`config.mk`:
```
export PLATFORM = sky130hd
export DESIGN_NAME = vanilla_load_scoreboard
export DESIGN_NICKNAME = d
export VERILOG_FILES = /design/src/rtl/vanilla_load_scoreboard.sv
export SDC_FILE = /design/constraint.sdc
export NUM_CORES = 1
export LEC_CHECK = 0
export BUFFER_PORTS_ARGS = -buffer_cell sky130_fd_sc_hd__buf_2
export CAP_MARGIN = 15
export CORE_MARGIN = 1
export CORE_UTILIZATION = 65
export DETAILED_ROUTE_END_ITERATION = 12
export PLACE_DENSITY = 0.92
export SYNTH_ARGS = -nofsm -noshare
export SYNTH_HDL_FRONTEND = slang
export SYNTH_SLANG_ARGS = --single-unit
```
`constraint.sdc`:
```
create_clock -name clk_i -period 5.7 [get_ports clk_i]
set_input_delay 0.285 -clock clk_i [delete_from_list [all_inputs] [get_ports clk_i]]
set_output_delay 0.285 -clock clk_i [all_outputs]
set_load 0.01 [all_outputs]
```
`src/rtl/vanilla_load_scoreboard.sv`:
```
// vanilla_load_scoreboard: counts the remote loads still outstanding for each
// destination register, so a register can have several loads in flight and
// several responses can retire in the same cycle.
// Optional feature macro: VANILLA_LOAD_SB_CLEAR_BYPASS_EN. When defined,
// same-cycle clears are folded into dep_o so a retiring response frees its
// dependent instruction without an extra stall cycle.
module vanilla_load_scoreboard #(
  parameter int els_p           = 32,
  parameter int id_width_p      = $clog2(els_p),
  parameter int count_width_p   = 2,
  parameter int num_clear_p     = 2,
  parameter int num_check_p     = 3,
  parameter int hardwire_zero_p = 1
) (
  input  logic                                  clk_i,
  input  logic                                  reset_i,
  input  logic                                  score_v_i,
  input  logic [id_width_p-1:0]                 score_id_i,
  output logic                                  score_ready_o,
  input  logic [num_clear_p-1:0]                clear_v_i,
  input  logic [num_clear_p-1:0][id_width_p-1:0] clear_id_i,
  input  logic [num_check_p-1:0][id_width_p-1:0] check_id_i,
  output logic [num_check_p-1:0]                dep_o,
  output logic [els_p-1:0]                      pending_o,
  output logic                                  idle_o,
  output logic                                  err_o
);

  localparam int dw = $clog2(num_clear_p + 1);
  // One spare sign bit above the largest possible cnt + 1, so that
  // cnt + inc - dec never wraps and its MSB flags an underflow.
  localparam int aw = count_width_p + dw + 1;
  localparam logic [count_width_p-1:0] cnt_max = '1;

  logic [count_width_p-1:0] cnt_r [els_p];
  logic [count_width_p-1:0] cnt_n [els_p];
  logic [dw-1:0]            dec   [els_p];
  logic [aw-1:0]            sum   [els_p];
  logic [els_p-1:0]         inc;
  logic [els_p-1:0]         uflow;
  logic [els_p-1:0]         dep_vec;
  logic                     err_r;
  logic                     drop;

  // Ready looks only at registered state; id 0 is always accepted when hardwired.
  assign score_ready_o = (cnt_r[score_id_i] != cnt_max) ||
                         ((hardwire_zero_p != 0) && (score_id_i == '0));
  assign drop          = score_v_i && !score_ready_o;

  // Next counter value per register: add the accepted score, subtract clears, saturate at 0.
  always_comb begin
    for (int r = 0; r < els_p; r++) begin
      inc[r] = score_v_i && score_ready_o && (score_id_i == id_width_p'(r)) &&
               !((hardwire_zero_p != 0) && (r == 0));
      dec[r] = '0;
      for (int k = 0; k < num_clear_p; k++) begin
        if (clear_v_i[k] && (clear_id_i[k] == id_width_p'(r)))
          dec[r] = dec[r] + dw'(1);
      end
      sum[r]   = aw'(cnt_r[r]) + aw'(inc[r]) - aw'(dec[r]);
      uflow[r] = sum[r][aw-1];
      cnt_n[r] = uflow[r] ? '0 : count_width_p'(sum[r]);
    end
  end

  // Counter and sticky error registers; reset wins over any concurrent score or clear.
  always_ff @(posedge clk_i) begin
    if (reset_i) begin
      for (int r = 0; r < els_p; r++) cnt_r[r] <= '0;
      err_r <= 1'b0;
    end else begin
      for (int r = 0; r < els_p; r++) cnt_r[r] <= cnt_n[r];
      err_r <= err_r || drop || (|uflow);
    end
  end

  // Per-register busy vector seen by the dependency check.
  always_comb begin
    for (int r = 0; r < els_p; r++) begin
`ifdef VANILLA_LOAD_SB_CLEAR_BYPASS_EN
      // Scores are deliberately excluded: only the clears shorten the stall.
      dep_vec[r] = (aw'(cnt_r[r]) > aw'(dec[r]));
`else
      dep_vec[r] = (cnt_r[r] != '0);
`endif
    end
  end

  // Dependency lookups; hardwired x0 never reports a dependency.
  always_comb begin
    for (int k = 0; k < num_check_p; k++) begin
      dep_o[k] = dep_vec[check_id_i[k]] &&
                 !((hardwire_zero_p != 0) && (check_id_i[k] == '0));
    end
  end

  // Status views derived from registered counters only.
  always_comb begin
    for (int r = 0; r < els_p; r++) pending_o[r] = (cnt_r[r] != '0);
  end

  assign idle_o = ~|pending_o;
  assign err_o  = err_r;

endmodule

```
==> impl_results.md, run 1 <==
- CTS Buf Count: 9
- Pre-CTS setup slack: 1950 ps
- Final period util: 69.5%
- Clock-pin slew on the worst setup and hold paths: 50 ps
- Deepest clock path buffer count: 2
- Antenna violations before repair: 0
- First-pass GRT wire length: 35.8 mm
- VDD IR max: 0.156 mV
- Status: complete, no violations
- Clock Latency Late Sink: 350 ps
- Tot GR Track Use: 40.6%
- Final Hold Viols: 0
- Top-count cell post-synth: inv_1
- Final nets: 1,119
- Switch share: 31.1%
- Post-CTS Resized: 0
- DRC viols: 0
- DRT Wirelength: 23.0 mm
- CTS tree: built
- Area grow syn2layout: 9.11%
- Synth top area share: 20.9%
- Vias in the first global route: 6,904
- Post-synthesis sequential area ratio: 17.3%
- Die width: 110 µm
- Post-synth EDFFs: 0
- Mapped Cells: 873
- Routability cong.: 1.01
- Fraction of registers with async set/reset: 0%
- Hold Path Class: primary input to register
- Synth Warn #: 0
- Root Driver: clkbuf_16
- TritonRoute pass-1 iters: 6
- Die area: 12,000 µm²
- Clk sinks: 65
- Final Critical Period: 3960 ps
- Slew margin rel.: 29.4%
- GR Overflow Total: 0
- Post-DP Area: 7940 µm²
- Largest net degree at the start of global routing: 67
- Arrival time at the worst endpoint: 4160 ps
- Via density: 6.60
- Slew Viols, Final: 0
- TNS Setup: 0 ps
- H-tree levels: 3
- Power per cell area: 168 nW/µm²
- Yosys reg bits: 65
- Crit. End Element: register
- RSZ-0062 raised after global routing: no
- Kind of critical path: primary input to register
- DIE HEIGHT: 110 µm
- PortBufs: 72
- Yosys cell types: 40
- Final setup fails: 0
- Cell taking the most area after synthesis: ha_1
- Antenna Violating Nets Remaining: 0
- I/O pins: 73
- Initial DRC count: 1,245
- CP Launch Type: primary input
- DR WL/cell: 21.5 µm
- CP required: 5900 ps
- Psw: 0.428 mW
- Syn Area/Cell: 8.64 µm²
- Fmax: 0.252 GHz
- Setup slack after layout: 1740 ps
- Crit Path Max Fanout: 31
- Post-synthesis cell area: 7540 µm²
- Syn_nets: 1,066
- Reg power frac: 35.9%
- Clk_skew: 8.73 ps
- Dpl hpwl: 17.2 mm
- Worst Hold Launch: score_v_i
- Hold-fix buffers, CTS: 0
- Clock Power Share: 40.8%
- R2R Path Start: cnt_r[23][1]
- Postcts setup bufs: 0
- Placeable core area: 11,100 µm²
- Area contributors post-synth: ha_1 21%, dfxtp_1 17%, mux4_2 10%
- Pint: 0.951 mW
- Critical path startpoint: score_id_i[1]
- Design Area, Final: 8230 µm²
- Gate power share: 23.3%
- Worst Hold Slack: 336 ps
- Ant. Diodes: 0
- Commonest cells post-synth: 188 x inv_1, 128 x nor2_1, 126 x ha_1, 65 x dfxtp_1, 64 x nor3b_1
- Leak pwr: 3.90 nW
- Slew of the pin with the lowest slew margin: 1050 ps
- Total Power: 1.38 mW
- Via count: 7,066
- Max Cap Viol: 0
- Num rows: 38
- Synth Flop Type: dfxtp_1
- Initial Util: 68.1%
- Worst reg2reg setup slack: 1890 ps
- Layout cell share with drive strength beyond 1: 13.7%
## cell type report
| class | instances | area (µm²) |
|---|---|---|
| Fill cell | 690 | 2850 |
| Inverter | 188 | 706 |
| Clock inverter | 3 | 40.0 |
| Timing Repair Buffer | 73 | 368 |
| Tap cell | 140 | 175 |
| Clock buffer | 13 | 250 |
| Sequential cell | 65 | 1300 |
| Multi-Input combinational cell | 589 | 5390 |
## state kept, by name (all words and copies together) (netlist names)
register	flops
cnt_r	64
err_o	1
## logic make-up after synthesis
family / synth area share (%)
xor gates and xnor gates: 3.60
adders and majority gates: 29.4
DFF: 17.3
muxes: 12.7
AOI/OAI and AO/OA: 4.75
buffers and inverters: 11.3
and+or+nand+nor: 21.0
## critical path, stage by stage
cell and delay, ps:
buf_2 610, mux2i_1 330, a22oi_1 100, and3_1 220
o21ai_4 310, nand4b_4 290, nor2_1 210, ha_1 200
a31oi_1 130, nor4_1 920, nand4_1 210, nor3_1 230
o22ai_1 100
## worst paths after layout
check,endpoint,cells past startpoint
setup / recovery,err_o,13
hold / removal,err_o,3
setup reg to reg,err_o,12
hold reg to reg,cnt_r[0][0],3
## cells in the final DEF, fill, tap and decap left out, drive strengths merged, types with 6 or more instances in the layout
cell,n
ha,126
buf,73
nand2,19
nand3,16
xnor2,31
a21oi,8
inv,188
a31oi,31
a22oi,6
nor2b,9
nor4,9
nand4,12
clkbuf,13
nand2b,10
nor3b,64
nor2,128
mux2i,19
mux4,34
fa,32
dfxtp,65
nor3,13
## power by group through the flow
stage	Clock [mW]	Combinational, mW	Sequential, mW
after floorplan	0	0.213	0.493
final	0.563	0.321	0.495
after CTS	0.557	0.308	0.493
after global placement	0	0.290	0.501
after detailed placement	0	0.303	0.502
after global routing	0.576	0.347	0.495
## stage by stage
stage	cells	utilization, %
finish	1071	74.3
floorplan	873	-
global placement	1055	71.7
global route	1071	74.3
detailed placement	1055	71.7
CTS	1071	74.3
## routing by layer
layer / part of all wire (%) / wire length (µm) / GRT usage (%)
met5: 0 / 0 / 0
met4: 8.2 / 1880 / 29.4
met3: 14 / 3130 / 14.2
met2: 43 / 9830 / 61.3
met1: 35 / 8150 / 47.7
No activity file was read; power rests on OpenSTA's default activity.
==> run 2, diff against run 1 <==
CORE_UTILIZATION = 56   (was 65)
PLACE_DENSITY = 0.85   (was 0.92)
clock period = 3.35 ns   (was 5.7 ns; I/O delays follow)
==> impl_results.md, run 2 (synthesis results as in run 1) <==
- Status: complete, no violations
- Final Hold Viols: 0
- Tot GR Track Use: 32.6%
- Clock Latency Late Sink: 350 ps
- DRC viols: 0
- Area grow syn2layout: 11.8%
- VDD IR max: 0.184 mV
- Crit Path Max Fanout: 7
- DIE HEIGHT: 118 µm
- Final setup fails: 0
- Arrival time at the worst endpoint: 3370 ps
- Fmax: 0.315 GHz
- Hold Path Class: primary input to register
- PortBufs: 72
- Initial Util: 57.2%
- Slew margin rel.: 47.1%
- Met2 wire len: 10.0 mm
- Met3 routed WL: 2.54 mm
- Deepest clock path buffer count: 2
- Largest register FFs: 64
- Antenna violations before repair: 1
- DRT Wirelength: 21.9 mm
- Final nets: 1,134
- Layout cell share with drive strength beyond 1: 15.8%
- Psw: 0.724 mW
- DR WL/cell: 19.5 µm
- Vias in the first global route: 6,617
- Largest register by flop count: cnt_r
- Die area: 13,900 µm²
- Final period util: 94.7%
- Via density: 6.00
- CP Launch Type: register
- Via count: 6,737
- Final Critical Period: 3170 ps
- CTS tree: built
- Top Metal Used: met4
- Met1 WL: 8.55 mm
- Max Cap Viol: 0
- Placed Cells: 1,104
- First-pass GRT wire length: 34.4 mm
- Kind of critical path: register to register
- I/O pins: 73
- Clock Power Share: 41.1%
- Placeable core area: 13,200 µm²
- Final non-filler cell total: 1,122
- Commonest non-fill, non-tap cell in the layout: inv_1
- Routability cong.: 1.03
- Slew of the pin with the lowest slew margin: 794 ps
- Clock-pin slew on the worst setup and hold paths: 50 ps
- Gate power share: 23.6%
- Root Driver: clkbuf_16
- Antenna Violating Nets Remaining: 0
- Slew Viols, Final: 0
- Clk sinks: 65
- GR Overflow Total: 0
- Switch share: 30.6%
- Die width: 118 µm
- CP required: 3550 ps
- Initial DRC count: 735
- Final Core Density: 63.9%
- Dpl hpwl: 17.5 mm
- H-tree levels: 3
- Power per cell area: 281 nW/µm²
- Largest net degree at the start of global routing: 38
- Worst reg2reg setup slack: 180 ps
- TritonRoute pass-1 iters: 5
- Pint: 1.65 mW
- CTS Buf Count: 9
- Num rows: 42
- Crit. End Element: register
- Leak pwr: 3.98 nW
- Hold-fix buffers, CTS: 0
- Reg power frac: 35.3%
- Commonest non-fill, non-tap cells in the layout: 188 x inv_1, 127 x nor2_1, 126 x ha_1
- Clk_skew: 6.92 ps
run 2: worst max-delay path, stage by stage, from the launching register on:
cell	delay (ps)
dfxtp_1	360
mux2i_2	270
a2111oi_0	170
and3_1	250
o21ai_4	310
nand4b_4	250
nor2_1	170
ha_1	220
a31oi_1	170
nor4_2	430
nand4_1	170
nor3_2	190
o22ai_1	80
run 2: path summary, 6_finish.rpt:
kind,from,endpoint,depth (start not counted)
max reg2reg,cnt_r[3][1],err_o,12
min,score_v_i,err_o,3
min reg2reg,cnt_r[0][0],cnt_r[0][0],3
max,cnt_r[3][1],err_o,12
run 2: metrics by stage:
stage	setup TNS, ps	setup WS, ps	power [mW]	cell area, µm²	hold WS (ps)
3_5_place_dp	-113	-113	1.39	8090	536
4_1_cts	0	63.8	2.35	8390	173
3_3_place_gp	-95.7	-95.7	1.37	8090	539
2_1_floorplan	0	688	1.20	7540	334
6_report	0	179	2.37	8430	179
5_1_grt	-21.5	-21.5	2.45	8430	192
run 2: power by group through the flow:
stage,Combinational [mW],Sequential [mW],Clock [mW]
global route,0.602,0.838,1.01
global placement,0.518,0.849,0
finish,0.559,0.836,0.974
CTS,0.542,0.834,0.971
floorplan,0.362,0.839,0
detailed placement,0.537,0.850,0
run 2: metal layers:
layer | up-vias | track usage (%)
met5 | - | 0
met4 | 0 | 15.6
met3 | 73 | 7.51
met2 | 436 | 51.9
met1 | 3201 | 41.7
li1 | 3027 | -
run 2: final cells by class:
type | instances | area [µm²]
antenna | 1 | 2.50
clock buffer | 12 | 256
clock inverter | 3 | 40.0
fill | 1067 | 4760
inverter | 188 | 706
multi-input combinational | 589 | 5410
sequential | 65 | 1300
tap | 176 | 220
timing repair buffer | 88 | 493
run 2: what timing repair did:
action                                 CTS  global route
endpoints found under the hold margin    0             0
setup endpoints to repair                0             1
setup buffers                            0             2
gates resized for setup                  0             5
